==> config.mk <==
export PLATFORM = sky130hd
export DESIGN_NAME = watch_core
export DESIGN_NICKNAME = d
export VERILOG_FILES = /design/src/rtl/watch_pkg.sv /design/src/rtl/bcd_mod_counter.sv /design/src/rtl/watch_core.sv
export SDC_FILE = /design/constraint.sdc
export NUM_CORES = 1
export LEC_CHECK = 0
export BUFFER_PORTS_ARGS = -buffer_cell sky130_fd_sc_hd__buf_2
export CAP_MARGIN = 30
export CORE_MARGIN = 2
export CORE_UTILIZATION = 30
export CTS_BUF_LIST = sky130_fd_sc_hd__clkbuf_2 sky130_fd_sc_hd__clkbuf_4 sky130_fd_sc_hd__clkbuf_8
export DETAILED_ROUTE_END_ITERATION = 7
export PLACE_DENSITY_LB_ADDON = 0.12
export SLEW_MARGIN = 20
export SYNTH_ARGS = -nofsm -noshare
export SYNTH_HDL_FRONTEND = slang
export SYNTH_HIERARCHICAL = 1
export SYNTH_SLANG_ARGS = --single-unit
==> constraint.sdc <==
create_clock -name clk -period 9 [get_ports clk]
set_clock_uncertainty 0.2 [all_clocks]
set_input_delay 1.8 -clock clk [delete_from_list [all_inputs] [get_ports clk]]
set_output_delay 1.8 -clock clk [all_outputs]
set_load 0.02 [all_outputs]
==> src/rtl/watch_pkg.sv <==
// Shared types, digit limits and hour-format helpers for the watch timekeeper.
// Hours travel between helpers as 7-bit binary so 12h/24h arithmetic stays simple.
package watch_pkg;

  typedef enum logic [0:0] {ST_STOPPED, ST_RUNNING} state_e;

  localparam logic [3:0] SEC1_MAX  = 4'd5;
  localparam logic [3:0] MIN1_MAX  = 4'd5;
  localparam logic [6:0] HR_MAX_24 = 7'd23;

  function automatic logic [6:0] bcd_to_bin(input logic [3:0] d1, input logic [3:0] d0);
    return 7'(d1) * 7'd10 + 7'(d0);
  endfunction

  function automatic logic [7:0] bin_to_bcd(input logic [6:0] b);
    logic [3:0] tens;
    logic [6:0] ones;
    if (b >= 7'd20) begin
      tens = 4'd2;
      ones = b - 7'd20;
    end else if (b >= 7'd10) begin
      tens = 4'd1;
      ones = b - 7'd10;
    end else begin
      tens = 4'd0;
      ones = b;
    end
    return {tens, ones[3:0]};
  endfunction

  // 12h hour (1..12) plus PM flag to internal 0..23
  function automatic logic [6:0] hr_12_to_24(input logic [6:0] h, input logic pm);
    if (h == 7'd12) return pm ? 7'd12 : 7'd0;
    return pm ? h + 7'd12 : h;
  endfunction

  function automatic logic [6:0] hr_24_to_12(input logic [6:0] h);
    if (h == 7'd0) return 7'd12;
    if (h <= 7'd12) return h;
    return h - 7'd12;
  endfunction

endpackage

==> src/rtl/bcd_mod_counter.sv <==
// Single BCD digit counting 0..MOD-1 with synchronous load and ripple-free carry-out.
module bcd_mod_counter #(
  parameter int unsigned MOD = 10
) (
  input  logic       clk_i,
  input  logic       rst_i,
  input  logic       en_i,
  input  logic       load_i,
  input  logic [3:0] load_val_i,
  output logic [3:0] q_o,
  output logic       carry_o
);

  localparam logic [3:0] Last = 4'(MOD - 1);

  logic [3:0] q_d, q_q;

  always_comb begin
    q_d = q_q;
    if (load_i) begin
      q_d = load_val_i;
    end else if (en_i) begin
      q_d = (q_q == Last) ? 4'd0 : q_q + 4'd1;
    end
  end

  always_ff @(posedge clk_i or posedge rst_i) begin
    if (rst_i) q_q <= 4'd0;
    else       q_q <= q_d;
  end

  assign q_o     = q_q;
  assign carry_o = en_i && (q_q == Last);

endmodule

==> src/rtl/watch_core.sv <==
// Single-clock BCD timekeeper: prescaled one-second tick, validated load, 12h/24h display.
// Time is held internally as 24h BCD; display hours are formatted combinationally.
module watch_core
  import watch_pkg::*;
#(
  parameter int unsigned CLK_PER_SEC = 1000,
  parameter int unsigned PRE_W       = $clog2(CLK_PER_SEC + 1)
) (
  input  logic       clk,
  input  logic       reset,
  input  logic       start_resume,
  input  logic       stop,
  input  logic       set_time,
  input  logic       mode24,
  input  logic [3:0] in_hr1,
  input  logic [3:0] in_hr0,
  input  logic [3:0] in_min1,
  input  logic [3:0] in_min0,
  input  logic [3:0] in_sec1,
  input  logic [3:0] in_sec0,
  input  logic       in_pm,
  output logic [3:0] hr1,
  output logic [3:0] hr0,
  output logic [3:0] min1,
  output logic [3:0] min0,
  output logic [3:0] sec1,
  output logic [3:0] sec0,
  output logic       pm,
  output logic       daypass,
  output logic       sec_tick,
  output logic       running,
  output logic       load_err
);

  localparam logic [PRE_W-1:0] PreLast = PRE_W'(CLK_PER_SEC - 1);

  state_e           state_q, state_d;
  logic [PRE_W-1:0] pre_q, pre_d;
  logic [3:0]       hr1_q, hr0_q;
  logic [7:0]       hr_d;
  logic             sec_tick_q, daypass_q, load_err_q;

  logic       tick, load_ok, digits_ok, hr_ok, hr_last;
  logic       c_s0, c_s1, c_m0, c_m1;
  logic [6:0] in_hr_bin, hr_bin;
  logic [7:0] load_hr, disp_hr;

  assign running = (state_q == ST_RUNNING);
  // A load, valid or not, owns the cycle and suppresses the tick.
  assign tick    = running && (pre_q == PreLast) && !set_time;

  assign in_hr_bin = bcd_to_bin(in_hr1, in_hr0);
  assign digits_ok = (in_hr1 <= 4'd9) && (in_hr0 <= 4'd9) && (in_min0 <= 4'd9)
                  && (in_sec0 <= 4'd9) && (in_min1 <= MIN1_MAX) && (in_sec1 <= SEC1_MAX);
  assign hr_ok     = mode24 ? (in_hr_bin <= HR_MAX_24)
                            : (in_hr_bin >= 7'd1 && in_hr_bin <= 7'd12);
  assign load_ok   = set_time && digits_ok && hr_ok;
  assign load_hr   = mode24 ? {in_hr1, in_hr0} : bin_to_bcd(hr_12_to_24(in_hr_bin, in_pm));

  always_comb begin
    state_d = state_q;
    unique case (state_q)
      ST_STOPPED: if (start_resume && !stop) state_d = ST_RUNNING;
      ST_RUNNING: if (stop) state_d = ST_STOPPED;
    endcase
  end

  always_comb begin
    pre_d = pre_q;
    if (set_time) begin
      if (load_ok) pre_d = '0;
    end else if (running) begin
      pre_d = (pre_q == PreLast) ? '0 : pre_q + PRE_W'(1);
    end
  end

  bcd_mod_counter #(.MOD(10)) u_sec0 (
    .clk_i(clk), .rst_i(reset), .en_i(tick), .load_i(load_ok),
    .load_val_i(in_sec0), .q_o(sec0), .carry_o(c_s0)
  );
  bcd_mod_counter #(.MOD(6)) u_sec1 (
    .clk_i(clk), .rst_i(reset), .en_i(c_s0), .load_i(load_ok),
    .load_val_i(in_sec1), .q_o(sec1), .carry_o(c_s1)
  );
  bcd_mod_counter #(.MOD(10)) u_min0 (
    .clk_i(clk), .rst_i(reset), .en_i(c_s1), .load_i(load_ok),
    .load_val_i(in_min0), .q_o(min0), .carry_o(c_m0)
  );
  bcd_mod_counter #(.MOD(6)) u_min1 (
    .clk_i(clk), .rst_i(reset), .en_i(c_m0), .load_i(load_ok),
    .load_val_i(in_min1), .q_o(min1), .carry_o(c_m1)
  );

  assign hr_bin  = bcd_to_bin(hr1_q, hr0_q);
  assign hr_last = (hr_bin == HR_MAX_24);

  always_comb begin
    hr_d = {hr1_q, hr0_q};
    if (load_ok) begin
      hr_d = load_hr;
    end else if (c_m1) begin
      if (hr_last)              hr_d = 8'h00;
      else if (hr0_q == 4'd9)   hr_d = {hr1_q + 4'd1, 4'd0};
      else                      hr_d = {hr1_q, hr0_q + 4'd1};
    end
  end

  always_ff @(posedge clk or posedge reset) begin
    if (reset) begin
      state_q    <= ST_STOPPED;
      pre_q      <= '0;
      hr1_q      <= 4'd0;
      hr0_q      <= 4'd0;
      sec_tick_q <= 1'b0;
      daypass_q  <= 1'b0;
      load_err_q <= 1'b0;
    end else begin
      state_q    <= state_d;
      pre_q      <= pre_d;
      {hr1_q, hr0_q} <= hr_d;
      sec_tick_q <= tick;
      daypass_q  <= c_m1 && hr_last;
      load_err_q <= set_time && !load_ok;
    end
  end

  assign disp_hr  = mode24 ? {hr1_q, hr0_q} : bin_to_bcd(hr_24_to_12(hr_bin));
  assign hr1      = disp_hr[7:4];
  assign hr0      = disp_hr[3:0];
  assign pm       = (hr_bin >= 7'd12);
  assign daypass  = daypass_q;
  assign sec_tick = sec_tick_q;
  assign load_err = load_err_q;

endmodule

# [Word-level counts from Yosys, hierarchy flattened]
# Index checks and enable logic that the tools add are counted.
[word_totals] ff_bits=38 in_bits=31
[classes] n_addsub=15 multipliers=2 magnitude_cmp=15 eq_ne=9 n_mux=46 bitwise=1 n_reduce_logical=30
[op_table] operator="two-way mux 4 bit" count=17
[op_table] operator="two-way mux 7 bit" count=7
[op_table] operator="two-way mux 8 bit" count=6
[op_table] operator="two-way mux 10 bit" count=4
[op_table] operator="adder 4 x 1 -> 4 bit, second input constant" count=6
[op_table] operator="greater-or-equal comparator 7 x 4 -> 1 bit, second input constant" count=3
[op_table] operator="logical AND 1 bit" count=17
[op_table] operator="less-or-equal comparator 4 bit, second input constant" count=4
[op_table] operator="adder 7 x 4 -> 7 bit" count=2
[op_table] operator="greater-or-equal comparator 7 x 5 -> 1 bit, second input constant" count=2
[op_table] operator="less-or-equal comparator 7 x 4 -> 1 bit, second input constant" count=2
[op_table] operator="== test 4 bit, second input constant" count=3
[op_table] operator="multiplier 4 x 3 -> 6 bit, second input constant" count=2
[op_table] operator="nonzero test 2 bit" count=6
[op_table] operator="adder 10 x 1 -> 10 bit, second input constant" count=1
[op_table] operator="== test 10 bit, second input constant" count=1
[op_table] operator="two-way mux 1 bit" count=9
[op_table] operator="== test 4 x 3 -> 1 bit, second input constant" count=2
[op_table] operator="less-or-equal comparator 4 x 3 -> 1 bit, second input constant" count=2
[op_table] operator="subtractor 4 x 3 -> 4 bit, second input constant" count=2
[op_table] operator="subtractor 4 bit, second input constant" count=2
[op_table] operator="adder 7 x 4 -> 7 bit, second input constant" count=1
[op_table] operator="== test 7 x 4 -> 1 bit, second input constant" count=1
[op_table] operator="== test 7 x 5 -> 1 bit, second input constant" count=1
[op_table] operator="other kinds (11)" count=15

# [Logic depth before layout (Yosys ltp)]
[logic_depth] ltp_word=11 mapped_depth=18 depth_no_buf=17

# [By module]
# The synthesis kept the hierarchy.
[modules_own_cells] mod="watch_core" instances=1 cells_per_inst=356 area_per_inst_um2=2879.0 seq_area_each_um2=550.5
[modules_own_cells] mod="bcd_mod_counter at u_min0 ..." instances=2 cells_per_inst=25 area_per_inst_um2=224.0 seq_area_each_um2=100.1
[modules_own_cells] mod="bcd_mod_counter at u_min1 ..." instances=2 cells_per_inst=24 area_per_inst_um2=219.0 seq_area_each_um2=100.1

# [Least setup slack after synthesis]
# OpenSTA, ideal clock, no wires.
[synth_path] kind="input to register" from="input port set_time" to="register hr0_q[3]" setup_time_ns=0.087 arrival_ns=5.373 t_required_ns=8.713 path_slack_ns=3.340 cell_stages=16 path_buffers=1 path_cell_list="inv_1 > nand2_1 > nor4_1 > nand2_2 > nor3b_1 > nand2_2 > nor3b_1 > nand2_2 > nor3b_1 > nand2_2 > nor3b_1 > clkbuf_1 > nand2_1 > nor3b_1 > a211oi_1 > nor3_1"
[synth_via] elab_chain_cells=7 word_cells_on_any_way=10 cone_classes="1 x mux; 9 x reduce/logical"
[synth_rtl] item="start: declaration" line_no="watch_core.sv:13" rtl="input logic set_time,"
[synth_rtl] item="zero test 1 bit" line_no="watch_core.sv:50" rtl="assign tick = running && (pre_q == PreLast) && !set_time;"
[synth_rtl] item="logical AND 1 bit" line_no="watch_core.sv:50"
[synth_rtl] item="named net tick" line_no="watch_core.sv:43" rtl="logic tick, load_ok, digits_ok, hr_ok, hr_last;"
[synth_rtl] item="logical AND 1 bit" line_no="bcd_mod_counter.sv:33" rtl="assign carry_o = en_i && (q_q == Last);"
[synth_rtl] item="named net c_s0" line_no="watch_core.sv:44" rtl="logic c_s0, c_s1, c_m0, c_m1;"
[synth_rtl] item="logical AND 1 bit" line_no="bcd_mod_counter.sv:33"
[synth_rtl] item="named net c_s1" line_no="watch_core.sv:44"
[synth_rtl] item="logical AND 1 bit" line_no="bcd_mod_counter.sv:33"
[synth_rtl] item="named net c_m0" line_no="watch_core.sv:44"
[synth_rtl] item="logical AND 1 bit" line_no="bcd_mod_counter.sv:33"
[synth_rtl] item="named net c_m1" line_no="watch_core.sv:44"
[synth_rtl] item="nonzero test 2 bit (no line)"
[synth_rtl] item="end signal: assignment" line_no="watch_core.sv:120" rtl="{hr1_q, hr0_q} <= hr_d;"
[synth_rtl] item="end: declaration" line_no="watch_core.sv:39" rtl="logic [3:0] hr1_q, hr0_q;"
# The timed path passes the listed nets, and every way through them passes these cells.
# A chain may end at the register's enable or synchronous reset.

# [Final worst setup path]
[layout_path] from="register hr1_q[3]" to="output port hr0[2]"
[layout_via] elab_chain_cells=11 word_cells_on_any_way=18 cone_classes="4 x add/sub; 1 x mul; 3 x order compare; 9 x mux; 1 x reduce/logical"
[layout_rtl] item="start: declaration" line_no="watch_core.sv:39"
[layout_rtl] item="start signal: assignment" line_no="watch_core.sv:120"
[layout_rtl] item="multiplier 4 x 3 -> 6 bit (*)" line_no="watch_pkg.sv:12" rtl="return 7'(d1) * 7'd10 + 7'(d0);"
[layout_rtl] item="adder 7 x 4 -> 7 bit (*)" line_no="watch_pkg.sv:12"
[layout_rtl] item="less-or-equal comparator 7 x 4 -> 1 bit" line_no="watch_pkg.sv:39" rtl="if (h <= 7'd12) return h;"
[layout_rtl] item="two-way mux 1 bit (2 in a row)" line_no="watch_pkg.sv:39"
[layout_rtl] item="two-way mux 7 bit" line_no="watch_pkg.sv:40" rtl="return h - 7'd12;"
[layout_rtl] item="two-way mux 7 bit (*)" line_no="watch_pkg.sv:39"
[layout_rtl] item="greater-or-equal comparator 7 x 4 -> 1 bit or subtractor 4 bit (tied branches)" line_no="watch_pkg.sv:21, watch_pkg.sv:23"
[layout_rtl] item="two-way mux 4 bit" line_no="watch_pkg.sv:21" rtl="end else if (b >= 7'd10) begin"
[layout_rtl] item="two-way mux 4 bit (*)" line_no="watch_pkg.sv:18" rtl="if (b >= 7'd20) begin"
[layout_rtl] item="two-way mux 8 bit (*)" line_no="watch_core.sv:127" rtl="assign disp_hr = mode24 ? {hr1_q, hr0_q} : bin_to_bcd(hr_24_to_12(hr_bin));"
[layout_rtl] item="end: declaration" line_no="watch_core.sv:23" rtl="output logic [3:0] hr0,"
# Every way passes the cells marked *; elsewhere a longest branch is shown, timed or not. The select of a mux whose other input is x is not followed.

==> results.cfg <==
[outcome]
status = finished, final reports clean

[detailed_routing]
routed_wl_um = 10200
viasPerCell = 5.22
highest_layer = met4
wl_met3_um = 409
vias = 3547
first_pass_iters = 6
routedWlPerCell_um = 15.0
dr_wl_met2_um = 4700
drt_iter0_markers = 99
antenna_left = 0
route.detailed.drc = 0
wl_met1_um = 4980

[worst_setup_path]
cp_max_fo = 8
setup.worst_path.end_class = primary output
path_class = flip-flop to primary output
crit_arrival_ns = 4.39
critPathLaunchType = flip-flop
required_ns = 7.00
crit_top_cell = ha_1
worstPathCellList = ha_1, ha_1, inv_1, fa_1, nor2b_1, o21ai_1, a22oi_2, mux2_2, ha_1, inv_1, o21ai_0, a21oi_1, a21o_1, mux2i_1, o31a_1, buf_2
crit_path_top_delay_cell = dfrtp_1
max_stage_delay_ns = 0.48

[layout]
num_antenna_cells = 0
drive_above_1_share_pct = 17.8
final_util_pct = 36.1
fillers = 1302
final_nets = 574
syn_to_final_growth_pct = 16.3

[grt]
grt_max_degree = 33
first_global_vias = 3352
grt_usage_pct = 15.7
grt_pass1_wl_um = 16800
grt_overflow = 0
antenna_found_initial = 0

[synthesis]
synth.distinct_cells = 70
synth_top_family_by_area = compound AO/OA/AOI/OAI gates
synth_area_mm2 = 0.00376
seq_area_frac_synth_pct = 25.3
synth_xor_area_share_pct = 6.61
ys_seq_elements = 38
ys_warn_count = 6
yosys.area_share.adder_pct = 11.8
postSynthCellCount = 454
synth_compound_area_share_pct = 26.4
ys.flop_type = dfrtp_1
synth_edf_count = 0
syn-num-nets = 518
yosys.area_share.simple_pct = 22.3
synthMuxAreaShare_pct = 2.56
async_flop_share_pct = 100
synth_area_per_cell_um2 = 8.29

[timing]
worst_pin_slew_ns = 0.953
rsz0062_at_grt = false
slew_headroom_pct = 35.9
fin_tns_setup_ns = 0
clock.fmax_ghz = 0.156
setup_viol = 0
fin_ws_ns = 2.61
slew_violations = 0
hold_viol = 0
holdWs_ns = 0.313
fin_crit_ns = 6.39
fin_crit_sh_pct = 71.0

[power]
irDropWorstVdd_mv = 0.0848
report.power.total_uw = 995
p_per_area_mw_per_mm2 = 227
leakagePower_uw = 0.00195

[clock_tree]
cts_tree = built
ctsRootBufferMaster = clkbuf_8
hold_buffers = 0
clk_pin_slew_ns = 0.09
numCtsBuffers = 5
cts_resized = 0
clock_latency_ns = 0.30
post-cts-setup-buffer-count = 0
clock-sinks = 38
max-clock-path-buffers = 2
cts-htree-levels = 2

[floorplan]
io_pins = 60
coreArea_mm2 = 0.0121
dieHeight_um = 116
start_util_pct = 31.1
fp-row-count = 40
fp.dieW_um = 116
die_area_mm2 = 0.0135

[hold_path]
hold_path.class = flip-flop to flip-flop

[placement]
pre_cts_slack_ns = 2.73
dp_hpwl_um = 7980
port_buffers = 59
gp_congestion = 0.841

[job]
drv_cap = 0
==> sequential cells by signal, summed over array words and instances (netlist names) <==
signal,flops
hr0_q,4
u_sec0/q_o,4
load_err,1
u_min1/q_o,4
hr1_q,4
u_sec1/q_o,4
u_min0/q_o,4
running,1
pre_q,10
daypass,1
sec_tick,1
==> through the flow <==
stage	instances	instance area, um2
6_report	679	4380
2_1_floorplan	454	3760
3_5_place_dp	671	4260
5_1_grt	679	4380
3_3_place_gp	670	4240
4_1_cts	679	4380
==> worst max-delay path: cells and delay by family (launching register included) <==
kind / cells / cell delay (ns)
multiplexers: 2 / 0.63
buffers and inverters: 3 / 0.26
AO/OA/AOI/OAI: 6 / 1.32
flip-flops: 1 / 0.48
adder cells (fa/ha/maj): 4 / 1.19
AND/OR/NAND/NOR: 1 / 0.21
==> placed cells by master, fill, tap and decap left out, types with 6 or more instances in the layout <==
cell type / instances
nor3_1: 9
and2_1: 6
ha_1: 29
or3_1: 6
nand2_1: 39
a31oi_1: 8
nor2b_1: 14
nor2_1: 31
a21o_1: 6
o31ai_1: 8
a211oi_1: 6
nor3b_1: 6
xor2_1: 7
a21oi_1: 23
nand3_1: 12
nand4_1: 10
o21ai_0: 46
a2bb2oi_1: 6
dfrtp_1: 38
xnor2_1: 11
inv_1: 33
buf_2: 59
==> cell families after synthesis <==
logic type	after synthesis
xor+xnor	22
fa+ha+maj	33
simple gates	159
buf+inv	48
mux	9
compound gates	145
flops	38
==> layer usage <==
metal | track usage (%) | up-vias
met4 | 3.89 | 0
li1 | - | 1776
met3 | 2.72 | 11
met5 | 0 | -
met1 | 22.0 | 1684
met2 | 25.3 | 76
==> synth_stat cells (all sizes together), types with 3 or more instances <==
cell type | n | area (um2)
a211o | 3 | 26.3
nand2b | 5 | 31.3
dfrtp | 38 | 951
o31ai | 8 | 60.1
a211oi | 7 | 57.6
ha | 29 | 363
nor2b | 14 | 87.6
nor2 | 32 | 136
nor3b | 7 | 57.6
a32o | 3 | 30.0
fa | 4 | 80.1
nand2 | 44 | 178
xnor3 | 3 | 67.6
nand4 | 10 | 62.6
nand3 | 12 | 60.1
a21o | 6 | 45.0
nand4b | 3 | 26.3
inv | 33 | 124
xnor2 | 11 | 96.3
mux2i | 4 | 40.0
nor3 | 9 | 45.0
o211ai | 3 | 22.5
clkbuf | 12 | 46.3
a2bb2oi | 6 | 52.6
a21oi | 24 | 124
a22oi | 3 | 27.5
o21ai | 50 | 250
a2111oi | 5 | 68.8
a31oi | 9 | 71.3
or3 | 6 | 37.5
xor2 | 7 | 61.3
and3 | 4 | 25.0
and2 | 6 | 37.5
mux2 | 5 | 56.3
==> report_power, final <==
| part | internal [uW] | total (uW) | switching [uW] | leakage (uW) |
|---|---|---|---|---|
| Combinational | 250 | 615 | 366 | 0.00139 |
| Sequential | 195 | 230 | 35.1 | 0.000503 |
| Clock | 82.5 | 150 | 67.2 | 0.0000504 |
| Total | 527 | 995 | 468 | 0.00195 |
==> final cells by class <==
class | count | area, um2 | area share, %
inverters | 34 | 128 | 2.92
flip-flops and latches | 38 | 951 | 21.7
repair buffers | 63 | 345 | 7.89
clock buffers | 5 | 68.8 | 1.57
clock inverters | 3 | 45.0 | 1.03
multi-input cells | 368 | 2630 | 60.1
well taps | 168 | 210 | 4.80
==> path summary, 6_finish.rpt <==
check                      startpoint  cells after the start       endpoint  slack (ns)
max reg2reg                  pre_q[6]                     15       hr1_q[2]        4.09
min in group asynchronous       reset                      2  u_sec0/q_o[0]        1.22
max                          hr1_q[3]                     16         hr0[2]        2.61
max in group asynchronous       reset                      3       pre_q[5]        6.85
min                          pre_q[8]                      1       pre_q[8]        0.31
min reg2reg                  pre_q[8]                      1       pre_q[8]        0.31
No activity file was read; power rests on OpenSTA's default activity.
